## config.mk

```make
export PLATFORM = sky130hd
export DESIGN_NAME = dnoc_itf_core_rd
export DESIGN_NICKNAME = d
export VERILOG_FILES = /design/src/rtl/dnoc_itf_core_rd.sv
export SDC_FILE = /design/constraint.sdc
export NUM_CORES = 1
export LEC_CHECK = 0
export CAP_MARGIN = 20
export CORE_AREA = 8 8 330 332
export DETAILED_ROUTE_END_ITERATION = 7
export DIE_AREA = 0 0 338 340
export GPL_TIMING_DRIVEN = 0
export PLACE_DENSITY = 0.69
export REMOVE_ABC_BUFFERS = 1
export SYNTH_ARGS = -nofsm -noshare
export SYNTH_HDL_FRONTEND = slang
export SYNTH_SLANG_ARGS = --single-unit
```

## constraint.sdc

```tcl
create_clock -name clk -period 17.46 [get_ports clk]
set_input_delay 3.492 -clock clk [delete_from_list [all_inputs] [get_ports clk]]
set_output_delay 3.492 -clock clk [all_outputs]
set_load 0.01 [all_outputs]
```

## src/rtl/dnoc_itf_core_rd.sv

```systemverilog
// dnoc_itf_core_rd
// Core-side read engine. A command reads either from the NoC (beats stream
// straight through to the core) or from local L2 memory. An L2 read walks
// one ping or pong buffer, with the returns staged in a small FIFO.
// Requests are credit limited, so every in-flight return always has a FIFO
// slot waiting for it. In ping-pong mode the engine alternates between the
// two buffers until the configured number of pairs has been read.

module dnoc_itf_core_rd #(
  parameter int FIFO_DEPTH = 4
) (
  input  logic             clk,
  input  logic             rst,
  // command handshake
  input  logic             core_cmd_core_rd_req,
  output logic             core_cmd_core_rd_gnt,
  // configuration
  input  logic [1:0][12:0] c_cfg_c_r_base_addr,
  input  logic [12:0]      c_cfg_c_r_ping_lenth,
  input  logic [12:0]      c_cfg_c_r_pong_lenth,
  input  logic             c_cfg_c_r_pingpong_en,
  input  logic [10:0]      c_cfg_c_r_pingpong_num,
  input  logic             c_cfg_c_r_local_access,
  // ping-pong buffer status / completion
  input  logic [1:0]       pingpong_state,
  output logic             pingpong_rd_done,
  output logic             c_r_transaction_done,
  // stream to core
  output logic [255:0]     core_in_data,
  output logic             core_in_valid,
  input  logic             core_in_ready,
  // NoC read request and return stream
  output logic             core_rd_noc_out_req,
  input  logic             core_rd_noc_out_gnt,
  input  logic [255:0]     noc_in_core_rd_data,
  input  logic             noc_in_core_rd_valid,
  input  logic             noc_in_core_rd_last,
  output logic             noc_in_core_rd_ready,
  // L2 read port
  output logic             L2_dmem_core_rd_req,
  input  logic             L2_dmem_core_rd_gnt,
  output logic [12:0]      L2_dmem_core_rd_addr,
  input  logic [255:0]     L2_dmem_core_rd_data,
  input  logic             L2_dmem_core_rd_valid
);

  localparam int PTR_W = $clog2(FIFO_DEPTH);
  localparam int CNT_W = PTR_W + 1;
  localparam logic [CNT_W:0] DEPTH = (CNT_W + 1)'(FIFO_DEPTH);

  typedef enum logic [2:0] {
    S_IDLE           = 3'd0,
    S_NOC_RD_REQ     = 3'd1,
    S_NOC_RD         = 3'd2,
    S_PINGPONG_CHECK = 3'd3,
    S_PING_RD        = 3'd4,
    S_PONG_RD        = 3'd5
  } state_e;

  state_e           state_q, state_d;
  logic [13:0]      issued_q, issued_d;       // L2 requests granted this buffer
  logic [13:0]      accepted_q, accepted_d;   // words taken by the core this buffer
  logic [12:0]      noc_beat_q, noc_beat_d;   // NoC beats passed through
  logic [11:0]      pp_cnt_q, pp_cnt_d;       // buffers started in this command
  logic [CNT_W-1:0] outstanding_q, outstanding_d;
  logic [CNT_W-1:0] fifo_cnt_q, fifo_cnt_d;
  logic [PTR_W-1:0] wr_ptr_q, wr_ptr_d;
  logic [PTR_W-1:0] rd_ptr_q, rd_ptr_d;
  logic [255:0]     fifo_mem [FIFO_DEPTH];

  logic             in_local;
  logic             rd_sel;
  logic [12:0]      cur_lenth;
  logic             fifo_empty;
  logic             credit_ok;
  logic             l2_req_c;
  logic [12:0]      l2_addr_c;
  logic             issue;
  logic             push;
  logic             pop;

  // Buffer selection and the credit rule for L2 requests.
  assign in_local   = (state_q == S_PING_RD) || (state_q == S_PONG_RD);
  assign rd_sel     = (state_q == S_PONG_RD);
  assign cur_lenth  = rd_sel ? c_cfg_c_r_pong_lenth : c_cfg_c_r_ping_lenth;
  assign fifo_empty = (fifo_cnt_q == '0);
  // A request is allowed only if a FIFO slot is reserved for its return.
  assign credit_ok  = ({1'b0, outstanding_q} + {1'b0, fifo_cnt_q}) < DEPTH;
  assign l2_req_c   = in_local && (issued_q <= {1'b0, cur_lenth}) && credit_ok;
  assign l2_addr_c  = c_cfg_c_r_base_addr[rd_sel] + issued_q[12:0];
  assign issue      = l2_req_c && L2_dmem_core_rd_gnt;
  // Returns with nothing outstanding belong to a transfer killed by reset.
  assign push       = L2_dmem_core_rd_valid && (outstanding_q != '0);
  assign pop        = in_local && !fifo_empty && core_in_ready;

  // Next-state logic and state-dependent outputs.
  always_comb begin
    // NOTE: every signal gets a default before the case so no path can
    // leave one unassigned and infer a latch.
    state_d               = state_q;
    issued_d              = issued_q;
    accepted_d            = accepted_q;
    noc_beat_d            = noc_beat_q;
    pp_cnt_d              = pp_cnt_q;
    core_cmd_core_rd_gnt  = 1'b0;
    pingpong_rd_done      = 1'b0;
    c_r_transaction_done  = 1'b0;
    core_in_valid         = 1'b0;
    core_rd_noc_out_req   = 1'b0;
    noc_in_core_rd_ready  = 1'b0;
    L2_dmem_core_rd_req   = 1'b0;
    L2_dmem_core_rd_addr  = '0;
    core_in_data          = fifo_mem[rd_ptr_q];

    unique case (state_q)
      S_IDLE: begin
        if (core_cmd_core_rd_req) begin
          if (c_cfg_c_r_local_access) begin
            core_cmd_core_rd_gnt = 1'b1;
            issued_d             = '0;
            accepted_d           = '0;
            noc_beat_d           = '0;
            pp_cnt_d             = 12'd1;
            state_d              = S_PING_RD;
          end else begin
            state_d = S_NOC_RD_REQ;
          end
        end
      end

      S_NOC_RD_REQ: begin
        core_rd_noc_out_req = 1'b1;
        if (core_rd_noc_out_gnt) begin
          core_cmd_core_rd_gnt = 1'b1;
          noc_beat_d           = '0;
          state_d              = S_NOC_RD;
        end
      end

      S_NOC_RD: begin
        core_in_data         = noc_in_core_rd_data;
        core_in_valid        = noc_in_core_rd_valid;
        noc_in_core_rd_ready = core_in_ready;
        if (noc_in_core_rd_valid && core_in_ready) begin
          if ((noc_beat_q == c_cfg_c_r_ping_lenth) || noc_in_core_rd_last) begin
            c_r_transaction_done = 1'b1;
            noc_beat_d           = '0;
            state_d              = S_IDLE;
          end else begin
            noc_beat_d = noc_beat_q + 13'd1;
          end
        end
      end

      S_PING_RD, S_PONG_RD: begin
        L2_dmem_core_rd_req  = l2_req_c;
        L2_dmem_core_rd_addr = l2_addr_c;
        core_in_valid        = !fifo_empty;
        if (issue) begin
          issued_d = issued_q + 14'd1;
        end
        if (pop) begin
          if (accepted_q == {1'b0, cur_lenth}) begin
            pingpong_rd_done = c_cfg_c_r_pingpong_en;
            issued_d         = '0;
            accepted_d       = '0;
            if (c_cfg_c_r_pingpong_en) begin
              state_d = S_PINGPONG_CHECK;
            end else begin
              c_r_transaction_done = 1'b1;
              state_d              = S_IDLE;
            end
          end else begin
            accepted_d = accepted_q + 14'd1;
          end
        end
      end

      S_PINGPONG_CHECK: begin
        if (pp_cnt_q[11:1] == c_cfg_c_r_pingpong_num) begin
          c_r_transaction_done = 1'b1;
          pp_cnt_d             = '0;
          state_d              = S_IDLE;
        end else if (core_cmd_core_rd_req) begin
          if (pp_cnt_q[0] && pingpong_state[1]) begin
            core_cmd_core_rd_gnt = 1'b1;
            pp_cnt_d             = pp_cnt_q + 12'd1;
            state_d              = S_PONG_RD;
          end else if (!pp_cnt_q[0] && pingpong_state[0]) begin
            core_cmd_core_rd_gnt = 1'b1;
            pp_cnt_d             = pp_cnt_q + 12'd1;
            state_d              = S_PING_RD;
          end
        end
      end

      default: begin
        state_d = S_IDLE;
      end
    endcase

    // Reset silences every control output at once, before any clock edge.
    if (rst) begin
      core_cmd_core_rd_gnt = 1'b0;
      pingpong_rd_done     = 1'b0;
      c_r_transaction_done = 1'b0;
      core_in_valid        = 1'b0;
      core_rd_noc_out_req  = 1'b0;
      noc_in_core_rd_ready = 1'b0;
      L2_dmem_core_rd_req  = 1'b0;
      L2_dmem_core_rd_addr = '0;
    end
  end

  // Outstanding-request and FIFO occupancy/pointer bookkeeping.
  always_comb begin
    outstanding_d = outstanding_q;
    fifo_cnt_d    = fifo_cnt_q;
    wr_ptr_d      = wr_ptr_q;
    rd_ptr_d      = rd_ptr_q;

    unique case ({issue, push})
      2'b10:   outstanding_d = outstanding_q + CNT_W'(1);
      2'b01:   outstanding_d = outstanding_q - CNT_W'(1);
      default: outstanding_d = outstanding_q;
    endcase

    unique case ({push, pop})
      2'b10:   fifo_cnt_d = fifo_cnt_q + CNT_W'(1);
      2'b01:   fifo_cnt_d = fifo_cnt_q - CNT_W'(1);
      default: fifo_cnt_d = fifo_cnt_q;
    endcase

    if (push) begin
      wr_ptr_d = wr_ptr_q + PTR_W'(1);
    end
    if (pop) begin
      rd_ptr_d = rd_ptr_q + PTR_W'(1);
    end
  end

  // State and counter registers.
  always_ff @(posedge clk or posedge rst) begin
    if (rst) begin
      state_q       <= S_IDLE;
      issued_q      <= '0;
      accepted_q    <= '0;
      noc_beat_q    <= '0;
      pp_cnt_q      <= '0;
      outstanding_q <= '0;
      fifo_cnt_q    <= '0;
      wr_ptr_q      <= '0;
      rd_ptr_q      <= '0;
    end else begin
      // NOTE: non-blocking assignments so every register samples the values
      // from before this edge, independent of statement order.
      state_q       <= state_d;
      issued_q      <= issued_d;
      accepted_q    <= accepted_d;
      noc_beat_q    <= noc_beat_d;
      pp_cnt_q      <= pp_cnt_d;
      outstanding_q <= outstanding_d;
      fifo_cnt_q    <= fifo_cnt_d;
      wr_ptr_q      <= wr_ptr_d;
      rd_ptr_q      <= rd_ptr_d;
    end
  end

  // FIFO storage for L2 returns.
  // NOTE: the storage array has no reset; emptiness is tracked entirely by
  // the occupancy counter, so stale contents are never presented as valid.
  always_ff @(posedge clk) begin
    if (push) begin
      fifo_mem[wr_ptr_q] <= L2_dmem_core_rd_data;
    end
  end

endmodule
```

======== Word level (Yosys, flattened, before mapping) ========
Memory sizes are Yosys's and may differ from the RTL's.
Cells that the tools add are included.
cells by class
  add/subtract/negate cells ............... 12
  $lt $le $gt $ge ......................... 3
  eq/ne operators ......................... 21
  multiplexer cells ....................... 74
  reductions and logical operators ........ 27
operators by type and width
  cell                   count
  $mux 256               1
  $mux 13                10
  $mux 14                7
  $mux 12                6
  $pmux 14 s2            2
  $pmux 13 s3            1
  $mux 3                 11
  $add 14x1->14 const B  2
  $mux 1                 28
  $pmux 12 s2            1
  $pmux 3 s5             1
  $eq 14x13->1           1
  $le 14x13->1           1
  $ne 2x2->1 const B     7
  $add 13x1->13 const B  1
  $add 13x13->13         1
  $eq 13x13->1           1
  $add 12x1->12 const B  1
  $pmux 3 s2             2
  $eq 11x11->1           1
  $reduce_and 5->1       2
  $logic_and 1x1->1      9
  $reduce_and 8->1       1
  $reduce_bool 2->1      4
  23 further kinds       35
storage, ports and cells
  flip-flop bits (word level) ............. 66
  RAM bits ................................ 1024
  output and inout port bits .............. 276
  word-level logic and storage cells ...... 147
  memories kept ........................... 1
memory list
  memory    words  bits a word  read ports  clocked after Yosys merged registers in  wr ports  line  source
  fifo_mem  4      256          1           0                                        1         69    logic [255:0] fifo_mem [FIFO_DEPTH];

======== Logic depth before layout (Yosys ltp) ========
  depth in word-level cells ............... 10
  depth in mapped cells ................... 19

======== Worst setup path after synthesis ========
OpenSTA, ideal clock, no wires.
  kind .................................... input-to-reg
  from .................................... in L2_dmem_core_rd_valid
  to ...................................... mem fifo_mem[0][0] (enable)
  arrival time ............................ 9.699 ns
  required time ........................... 16.811 ns
  setup slack ............................. 7.112 ns
  stages on the path ...................... 3
  path buffers ............................ 1
  cells stage by stage .................... o31a_1 > clkbuf_1 > and2_1
between the ends
  longest elaborated chain between the ends .. 3
RTL lines
  item                          line  source
  start, declared               44    input logic L2_dmem_core_rd_valid
  $logic_and 1x1->1             93    assign push = L2_dmem_core_rd_valid && (outstanding_q != '0);
  via push                      79    logic push;
  $mux 1                        273   if (push) begin
  $mux 1 (not written as such)  274   fifo_mem[wr_ptr_q] <= L2_dmem_core_rd_data;
  end, declared                 69
The timed path passes the listed nets, and every way through them passes these cells.

==> results by group <==
Outcome
  • Status: completed

Synth
  • Synth top area cells: edfxtp_1, mux4_2, nand2_1
  • Yosys warns: 0
  • Mapped cell area: 45,310 µm²
  • Commonest cells post-synth: edfxtp_1, nand2_1, mux4_2, clkbuf_1
  • Post-synthesis sequential area ratio: 0.7150
  • Ys async rst share: 0.06055
  • Yosys reg bits: 1,090
  • Yosys top cell by area: edfxtp_1
  • Avg Cell Area, Syn: 16.04 µm²
  • Post-synth EDFFs: 1,024
  • Count leader, synth: edfxtp_1
  • Cells after Synth: 2,825
  • Post-synth top area share: 0.6786
  • Synth Flop Type: edfxtp_1
  • Synth cell types: 67

Setup path
  • Required @ worst endpoint: 13.97 ns
  • Crit-path most repeated cell: clkdlybuf4s50_1
  • Critical Path End Type: primary output
  • CP Cell Sequence: clkdlybuf4s50_1 -> xor2_1 -> nor4_1 -> a41oi_1 -> nor2_1 -> o2111a_1 -> o21ai_0 -> a211oi_1 -> clkdlybuf4s50_1
  • CP arrival: 7.02 ns
  • Slowest cell on crit path: clkdlybuf4s50_1
  • Critical path class: in2out
  • Max FO, Critical Path: 6
  • Worst Setup Start Kind: input pin
  • CP max stage delay: 0.66 ns

Timing
  • Unrepaired setup endpoints after global routing: false
  • Setup-failing EPs final: 0
  • Worst-margin pin slew: 0.9721 ns
  • Fin Setup TNS: 0 ns
  • Final slew viol count: 0
  • Crit share post-route: 0.6020
  • Final min period: 10.51 ns
  • Worst hold-check slack: 0.5195 ns
  • Final hold vios: 0
  • Max-slew headroom: 0.3506
  • Fmax: 95.15 MHz
  • Final setup margin: 6.950 ns
  • Setup Skew: 0.03455 ns

Drt
  • DR vias: 27,218
  • TritonRoute pass-1 iters: 5
  • Post-DRT Antenna Nets: 0
  • Residual DRC: 0
  • Detailed Route WL: 124,500 µm
  • Average wire per standard cell: 23.88 µm
  • Vias per cell: 5.221
  • DRT iter0 DRCs: 1,773

Final layout
  • Finished Cell Area: 59,870 µm²
  • Final-stage net count: 4,335
  • Layout cells sized above 1: 0.1234
  • P&R area growth vs syn: 32.13%

Power and ir drop
  • Leakage power: 21.24 nW
  • Maximum VDD drop: 0.1431 mV
  • Overall power: 9.809 mW
  • PD cells: 163.8 nW/µm²

Clock network
  • Worst-path clk slew: 0.06 ns
  • Num CTS Buffers: 108
  • Max clock buf depth: 3
  • Post-CTS Setup Inserts: 0
  • CTS tree: done
  • Clk sink count: 1,090
  • Latest clock arrival within the worst-skew pair: 0.68 ns
  • Cts repair resizes: 0
  • Hold-fix buffers, CTS: 0
  • H-tree depth: 3
  • Root buf cell: clkbuf_16

Job
  • Max-cap check violation count: 0

Die
  • DIE AREA: 114,900 µm²
  • Die X-Extent: 338 µm
  • Core area: 104,100 µm²
  • Die span in y: 340 µm
  • IO Count: 864
  • Site Rows: 119
  • Initial core utilization: 0.4354

Place
  • Final Wtd Congestion: 0.8352
  • Post-DP HPWL: 88,340 µm
  • Placed Area: 56,350 µm²
  • DP Worst Slack: 6.923 ns
  • I/O Buffers: 863

Min path
  • Tightest Hold Check Type: reg2reg

GRT
  • Total gr overflow: 0
  • First-pass GRT wire length: 182,500 µm
  • Pin count of the biggest net entering global routing: 61
  • GR Util All Layers: 0.2116
  • Vias in the first global route: 28,463
  • Initial antenna violation count: 56
critical path: cells and delay by family:
kind	cells	cell delay, ns
xor gates and xnor gates	1	0.23
and+or+nand+nor	2	0.70
buffers and inverters	2	1.21
AOI/OAI and AO/OA	4	1.38
layer usage:
metal  global-route usage  vias up  wire (µm)
li1                     -    12453          -
met2               0.3508      951      61890
met1               0.2580    13548      46940
met4              0.08095       40       4072
met5                    0        -        256
met3              0.06772      226      11320
sequential cells by signal, indices dropped and copies added, names as in the netlist:
name           count
fifo_mem        1024
issued_q          14
accepted_q        14
state_q            3
outstanding_q      3
noc_beat_q        13
rd_ptr_q           2
fifo_cnt_q         3
wr_ptr_q           2
pp_cnt_q          12
metrics by stage:
step,std cells,utilization
after floorplan,2689,-
after global placement,4943,0.5299
after detailed placement,4987,0.5414
after CTS,5183,0.5745
after global routing,5204,0.5751
final,5213,0.5753
final cells by class:
cell class              instances  area (µm²)
multi-input cells            1560       12250
repair buffers                908        9812
flip-flops and latches       1090       32410
fillers                      7986       44200
clock buffers                 137        2874
diodes                         29       72.57
clock inverters                59       568.0
inverters                      39       148.9
well taps                    1391        1740
placed cells by master, fill, tap and decap left out, drive strengths merged, types with 25 or more instances in the layout:
cell type and n:
edfxtp 1024, ha 37, nor2 66, nand2 851
o21ai 34, buf 45, clkbuf 137, a21oi 25
nand3 29, inv 42, xnor2 25, mux4 256
clkdlybuf4s50 863, diode 29, clkinv 44, xor2 54
dfrtp 66
cells by family after synthesis:
group                      Yosys count  synth area share
AOI/OAI and AO/OA                  122           0.01842
xor gates and xnor gates            79           0.01527
adders and majority gates           40           0.01154
buffers and inverters              175           0.01521
DFF                               1090            0.7150
muxes                              271            0.1312
and+or+nand+nor                   1048           0.09338
path summary, 6_finish.rpt:
path                            depth (start not counted)                            to  slack [ns]                          from
worst max-delay path                                    9          core_cmd_core_rd_gnt        6.95       c_cfg_c_r_ping_lenth[0]
worst min-delay path                                    1  outstanding_q[2]$_DFFE_PP0P_        0.52  outstanding_q[2]$_DFFE_PP0P_
worst max register to register                         13  outstanding_q[2]$_DFFE_PP0P_       12.90        state_q[1]$_DFFE_PP0P_
worst min register to register                          1  outstanding_q[2]$_DFFE_PP0P_        0.52  outstanding_q[2]$_DFFE_PP0P_
max in group asynchronous                               3     noc_beat_q[6]$_DFFE_PP0P_       13.55                           rst
min in group asynchronous                               2       wr_ptr_q[1]$_DFFE_PP0P_        3.37                           rst
report_power, final:
group / internal (mW) / switching [mW] / leakage, nW
combinational: 1.98 / 2.01 / 9.32
sequential: 3.40 / 0.170 / 10.3
clock: 1.29 / 0.957 / 1.67
(Power assumes the default switching activity.)
